<file path="src/rtl/pn_state_monitor.sv">
// pn_state_monitor
//   Watches the 2-bit {FA,FB} state word of an upstream PN flip-flop counter
//   and checks that it steps through the legal ring 00 -> 11 -> 01 -> 10 -> 00.
//   After LOCK_LEN consecutive legal transitions the monitor locks; while
//   locked, every illegal transition is reported as an error and drops lock,
//   and every completed ring (the 10 -> 00 step) is counted.
//
// Ports
//   Clk          clock, all state updates on the rising edge
//   rst          asynchronous, active-high reset
//   en           sample strobe; state_in is only looked at when en=1
//   state_in     {FA,FB} state word
//   clr_err      synchronous clear of err_flag / err_cnt (acts even when en=0)
//   locked       high while the monitor is locked
//   err_pulse    one-cycle pulse on an illegal transition while locked
//   err_flag     sticky error flag
//   err_cnt      saturating count of illegal transitions while locked
//   cycle_pulse  one-cycle pulse when a full ring completes while locked
//   cycle_cnt    wrapping count of completed rings (cleared only by rst)
//   exp_state    expected next state_in while locked, 00 otherwise
//   dec          one-hot decode of the last sampled state
module pn_state_monitor #(
  parameter int LOCK_LEN = 4
) (
  input  logic       Clk,
  input  logic       rst,
  input  logic       en,
  input  logic [1:0] state_in,
  input  logic       clr_err,
  output logic       locked,
  output logic       err_pulse,
  output logic       err_flag,
  output logic [7:0] err_cnt,
  output logic       cycle_pulse,
  output logic [7:0] cycle_cnt,
  output logic [1:0] exp_state,
  output logic [3:0] dec
);

  typedef enum logic [1:0] {
    ST_IDLE   = 2'd0,
    ST_TRACK  = 2'd1,
    ST_LOCKED = 2'd2
  } state_t;

  localparam logic [3:0] LOCK_LEN_C = 4'(LOCK_LEN);

  // Legal successor in the PN ring.
  function automatic logic [1:0] next_state(input logic [1:0] s);
    logic [1:0] n;
    case (s)
      2'b00:   n = 2'b11;
      2'b11:   n = 2'b01;
      2'b01:   n = 2'b10;
      default: n = 2'b00;
    endcase
    return n;
  endfunction

  state_t     fsm_q, fsm_d;
  logic [1:0] prev_q, prev_d;
  logic       prev_valid_q, prev_valid_d;
  logic [3:0] good_cnt_q, good_cnt_d;
  logic       locked_q, locked_d;
  logic       err_pulse_q, err_pulse_d;
  logic       err_flag_q, err_flag_d;
  logic [7:0] err_cnt_q, err_cnt_d;
  logic       cycle_pulse_q, cycle_pulse_d;
  logic [7:0] cycle_cnt_q, cycle_cnt_d;
  logic [1:0] exp_state_q, exp_state_d;
  logic [3:0] dec_q, dec_d;

  logic [3:0] dec_onehot;
  logic       good_trans;
  logic [3:0] good_inc;

  for (genvar gi = 0; gi < 4; gi++) begin : g_dec
    assign dec_onehot[gi] = (state_in == 2'(gi));
  end

  assign good_trans = prev_valid_q && (state_in == next_state(prev_q));
  assign good_inc   = good_cnt_q + 4'd1;

  always_comb begin
    fsm_d         = fsm_q;
    prev_d        = prev_q;
    prev_valid_d  = prev_valid_q;
    good_cnt_d    = good_cnt_q;
    locked_d      = locked_q;
    err_pulse_d   = 1'b0;
    err_flag_d    = err_flag_q;
    err_cnt_d     = err_cnt_q;
    cycle_pulse_d = 1'b0;
    cycle_cnt_d   = cycle_cnt_q;
    exp_state_d   = exp_state_q;
    dec_d         = dec_q;

    // Clear first so that an error in the same cycle lands on top of it
    // and leaves err_cnt=1.
    if (clr_err) begin
      err_flag_d = 1'b0;
      err_cnt_d  = 8'd0;
    end

    if (en) begin
      prev_d       = state_in;
      prev_valid_d = 1'b1;
      dec_d        = dec_onehot;

      case (fsm_q)
        ST_IDLE: begin
          // First sample only seeds prev; there is no transition yet.
          fsm_d      = ST_TRACK;
          good_cnt_d = 4'd0;
        end

        ST_TRACK: begin
          if (good_trans) begin
            if (good_inc == LOCK_LEN_C) begin
              fsm_d       = ST_LOCKED;
              good_cnt_d  = 4'd0;
              locked_d    = 1'b1;
              exp_state_d = next_state(state_in);
            end else begin
              good_cnt_d = good_inc;
            end
          end else begin
            good_cnt_d = 4'd0;
          end
        end

        ST_LOCKED: begin
          if (good_trans) begin
            exp_state_d = next_state(state_in);
            // A good transition landing on 00 can only have come from 10,
            // which closes one full ring.
            if (state_in == 2'b00) begin
              cycle_pulse_d = 1'b1;
              cycle_cnt_d   = cycle_cnt_q + 8'd1;
            end
          end else begin
            err_pulse_d = 1'b1;
            err_flag_d  = 1'b1;
            if (err_cnt_d != 8'hFF) begin
              err_cnt_d = err_cnt_d + 8'd1;
            end
            fsm_d       = ST_TRACK;
            good_cnt_d  = 4'd0;
            locked_d    = 1'b0;
            exp_state_d = 2'b00;
          end
        end

        default: begin
          fsm_d      = ST_IDLE;
          good_cnt_d = 4'd0;
          locked_d   = 1'b0;
        end
      endcase
    end
  end

  always_ff @(posedge Clk or posedge rst) begin
    if (rst) begin
      fsm_q         <= ST_IDLE;
      prev_q        <= 2'b00;
      prev_valid_q  <= 1'b0;
      good_cnt_q    <= 4'd0;
      locked_q      <= 1'b0;
      err_pulse_q   <= 1'b0;
      err_flag_q    <= 1'b0;
      err_cnt_q     <= 8'd0;
      cycle_pulse_q <= 1'b0;
      cycle_cnt_q   <= 8'd0;
      exp_state_q   <= 2'b00;
      dec_q         <= 4'd0;
    end else begin
      fsm_q         <= fsm_d;
      prev_q        <= prev_d;
      prev_valid_q  <= prev_valid_d;
      good_cnt_q    <= good_cnt_d;
      locked_q      <= locked_d;
      err_pulse_q   <= err_pulse_d;
      err_flag_q    <= err_flag_d;
      err_cnt_q     <= err_cnt_d;
      cycle_pulse_q <= cycle_pulse_d;
      cycle_cnt_q   <= cycle_cnt_d;
      exp_state_q   <= exp_state_d;
      dec_q         <= dec_d;
    end
  end

  assign locked      = locked_q;
  assign err_pulse   = err_pulse_q;
  assign err_flag    = err_flag_q;
  assign err_cnt     = err_cnt_q;
  assign cycle_pulse = cycle_pulse_q;
  assign cycle_cnt   = cycle_cnt_q;
  assign exp_state   = exp_state_q;
  assign dec         = dec_q;

endmodule

</file>
<file path="config.mk">
export PLATFORM = sky130hd
export DESIGN_NAME = pn_state_monitor
export DESIGN_NICKNAME = d
export VERILOG_FILES = /design/src/rtl/pn_state_monitor.sv
export SDC_FILE = /design/constraint.sdc
export NUM_CORES = 1
export LEC_CHECK = 0
export BUFFER_PORTS_ARGS = -buffer_cell sky130_fd_sc_hd__buf_2
export CAP_MARGIN = 20
export CORE_MARGIN = 8
export CORE_UTILIZATION = 35
export DETAILED_ROUTE_END_ITERATION = 10
export SLEW_MARGIN = 20
export SYNTH_ARGS = -nofsm -noshare
export SYNTH_HDL_FRONTEND = slang
export SYNTH_SLANG_ARGS = --single-unit
</file>
<file path="constraint.sdc">
create_clock -name Clk -period 3.9 [get_ports Clk]
set_input_delay 0.78 -clock Clk [delete_from_list [all_inputs] [get_ports Clk]]
set_output_delay 0.78 -clock Clk [all_outputs]
set_load 0.005 [all_outputs]
</file>
==> summary.txt <==
Placed design
  • GP Congestion: approximately 0.77
  • Pre-CTS setup slack: 1.37 ns
  • PortBufs: 31
  • Dpl hpwl: approximately 2700 µm
  • Dpl cell area: a little over 0.002 mm²

Die
  • I/O Pins: 32
  • Die Wd: 87.8 µm
  • Die ar.: 0.00772 mm²
  • Die Y: 87.8 µm
  • Row Count: 26
  • Starting Density: 35.8%
  • Core area: ~0.0050 mm²

Detailed routing
  • Final WL: 3670 µm
  • Mean routed wirelength per cell: 12.9 µm
  • DRT Pass-1 Iters: 4
  • DR DRC count: 0
  • Vias: 1405
  • Antenna-violating nets left: 0
  • DR vias/cell: 4.93
  • First DRT Iteration DRCs: 63

Critical path
  • CP delay by family, top: simple AND/OR/NAND/NOR gates
  • FF-to-FF Start: prev_q[0]
  • Critical path launch point type: input pin
  • Bufs and invs on worst path: 1
  • Highest net fanout along the worst path: 21
  • Reg-to-reg slack, setup: about 1.8 ns
  • Reg2Reg Depth: 7
  • CP Class: input pin to flop
  • Max stage delay on crit path: 0.55 ns
  • Critical path, cell by cell: buf_2 -> and3b_1 -> nand2_1 -> nor4_1 -> nand4_1 -> xnor2_1
  • Crit. End Element: flop
  • Crit path from: en
  • CP required: 4.07 ns
  • Crit path arrival time: 2.42 ns
  • Slowest stage cell, crit path: nor4_1
  • Worst R2R End: cycle_cnt[5]

Finish
  • ANT cells: 0
  • Final core occ: 42.8%
  • Final nets: 230
  • Area Overhead vs Synth: 19.5%
  • Commonest non-fill, non-tap cells in the layout: 35 x dfrtp_1, 31 x buf_2, 21 x nand2_1
  • Commonest non-fill, non-tap cell in the layout: dfrtp_1
  • Layout cells sized above 1: 23.3%
  • Final Cell Area: 0.00216 mm²

Outcome
  • Outcome: finished, final reports clean

Power
  • Leak: approximately 0.0011 µW
  • Peak VDD IR: 0.175 mV
  • Pint: 604 µW
  • Sw frac: roughly 23%
  • Clock power share: 42.8%
  • Sw Pwr: 182 µW
  • Sequential Power Share: 48.2%
  • P per Cell Area: 364 mW/mm²
  • Comb power frac: 9.0%

Synthesis
  • Top area cells in the synthesized netlist: dfrtp_1 48%, ha_1 6.9%, nand2_1 4.4%
  • Synth Area in Adders: 6.93%
  • Post-synth top area share: between 40 and 50%
  • Mapped Area: 0.00181 mm²
  • Synth Area in Compound Gates: 12.3%
  • XOR/XNOR share of the synthesized area: 5.26%
  • Simple-Gate Fraction of Synth Area: around a fifth
  • Syn Nets: 195
  • Yosys warns: 0
  • Most used DFF post-synth: dfrtp_1
  • EDFF count, synth: 0
  • Main combinational cell family by area after synthesis: simple AND/OR/NAND/NOR gates
  • Cell taking the most area after synthesis: dfrtp_1
  • Sequential share of the synthesized area: between 40% and 50%
  • Fraction of synthesized area in multiplexers: ~4.2%
  • #FFs+latches synth: 35
  • Synthesized area per cell: about 10 µm²
  • Library cells used by synthesis: between 40 and 50
  • Synthesized instance count: 179
  • Async SR Flop Fraction: 100%

Hold path
  • Hold path depth: 1
  • HP Start: prev_valid_q
  • Hold endpoint: prev_valid_q
  • Hold Crit Class: flop to flop

Timing
  • Setup violators final: 0
  • Fmax: 444 MHz
  • Final setup margin: roughly 1.6 ns
  • RSZ-0062 raised after global routing: no
  • Post-layout min period: roughly 2.3 ns
  • Worst Tran Pin Value: 0.632 ns
  • Final-report hold violation count: 0
  • Relative slew slack: 57.5%
  • Clock Skew: 0.00607 ns
  • Max Slew Vio Count: 0
  • Final worst-path cycle share: 57.7%
  • Hold WS: 0.464 ns
  • TNS Setup: 0 ns

GRT
  • Met3 Track Usage GR: 3.00%
  • GR met1 Demand/Resource: 13.2%
  • Global route total overflow: 0
  • Met2 Usage GRT: about 16%
  • Pin count of the biggest net entering global routing: 36
  • GRT Resource Usage Total: 10.6%
  • Initial antenna violation count: 0
  • Global route hottest layer: met2
  • First-pass GRT wire length: between 6000 and 7000 µm
  • Vias in the first global route: 1393

Clocking
  • Sink Count: 35
  • CTS tree: built
  • Root Buffer: clkbuf_8
  • Clock Pin Slew Worst Setup and Hold Paths: 0.07 ns
  • Post-cts resize count: 0
  • Skew-Pair Late Insertion Delay: 0.29 ns
  • Post-CTS setup repair buffer count: 0
  • H-Tree Depth: 2
  • Hold_buf cts: 0
  • CTS buffer count: 5
  • Deepest clock path buffer count: 2

Flow run
  • Max-cap violations: 0
## registers in the layout, summed over array words and instances (netlist names), 2 cells and up
| signal | flops |
|---|---|
| cycle_cnt | 8 |
| dec | 4 |
| err_cnt | 8 |
| exp_state | 2 |
| fsm_q | 2 |
| good_cnt_q | 4 |
| prev_q | 2 |
## synth_stat cells, types with 2 or more instances
| master | n |
|---|---|
| inv_1 | 11 |
| nand3_1 | 7 |
| mux2i_1 | 2 |
| nor2b_1 | 6 |
| o22ai_1 | 3 |
| o21ai_1 | 3 |
| dfrtp_1 | 35 |
| or3_1 | 4 |
| xor2_1 | 2 |
| nand4_1 | 5 |
| mux2_2 | 5 |
| o41ai_1 | 2 |
| or4_1 | 2 |
| clkbuf_1 | 3 |
| nor2_1 | 9 |
| xnor2_1 | 7 |
| a21oi_1 | 3 |
| nand2b_1 | 5 |
| ha_1 | 10 |
| o21ai_0 | 12 |
| nand2_1 | 21 |
## cell type report
| class | instances | area [µm²] |
|---|---|---|
| sequential | 35 | 876 |
| fill | 485 | 2880 |
| timing repair buffer | 32 | 163 |
| tap | 70 | 87.6 |
| clock buffer | 6 | 82.6 |
| multi-input combinational | 129 | 873 |
| clock inverter | 2 | 35.0 |
| inverter | 11 | 41.3 |
## worst max path at each step
stage,to,slack (ns),cells past startpoint
2_1_floorplan,err_cnt[2],1.88,6
6_report,cycle_cnt[5],1.65,6
4_1_cts,cycle_cnt[7],1.68,6
3_3_place_gp,cycle_cnt[5],1.43,6
3_5_place_dp,cycle_cnt[6],1.37,6
5_1_grt,cycle_cnt[7],1.44,6
## metal layers
| layer | routed length [µm] | share of wire, % |
|---|---|---|
| met1 | 1780 | 49 |
| met2 | 1610 | 44 |
| met3 | 199 | 5.4 |
| met4 | 74 | 2.0 |
| met5 | 0 | 0 |
## worst register-to-register path, delay by kind of cell (launching register included)
| family | cells | cell delay [ns] |
|---|---|---|
| and+or+nand+nor | 3 | 0.98 |
| xor gates and xnor gates | 2 | 0.30 |
| buffers and inverters | 1 | 0.10 |
| adders and majority gates | 1 | 0.25 |
| DFF | 1 | 0.38 |
## power by group through the flow
stage	clock, µW	sequential (µW)	combinational, µW
2_1_floorplan	0	385	50.9
3_3_place_gp	0	386	71.3
3_5_place_dp	0	386	72.7
4_1_cts	350	379	73.0
5_1_grt	364	380	81.0
6_report	336	379	70.8
## through the flow
stage / cells / total power [µW]
after detailed placement: 277 / 459
after global placement: 277 / 457
after floorplan: 179 / 436
after CTS: 285 / 802
after global routing: 285 / 825
final: 285 / 786
## kinds of logic after synthesis
kind of cell / after synthesis
AND/OR/NAND/NOR: 68
flip-flops: 35
AO/OA/AOI/OAI: 34
buffers and inverters: 15
XOR/XNOR: 10
adder cells (fa/ha/maj): 10
multiplexers: 7
(Power assumes the default switching activity.)
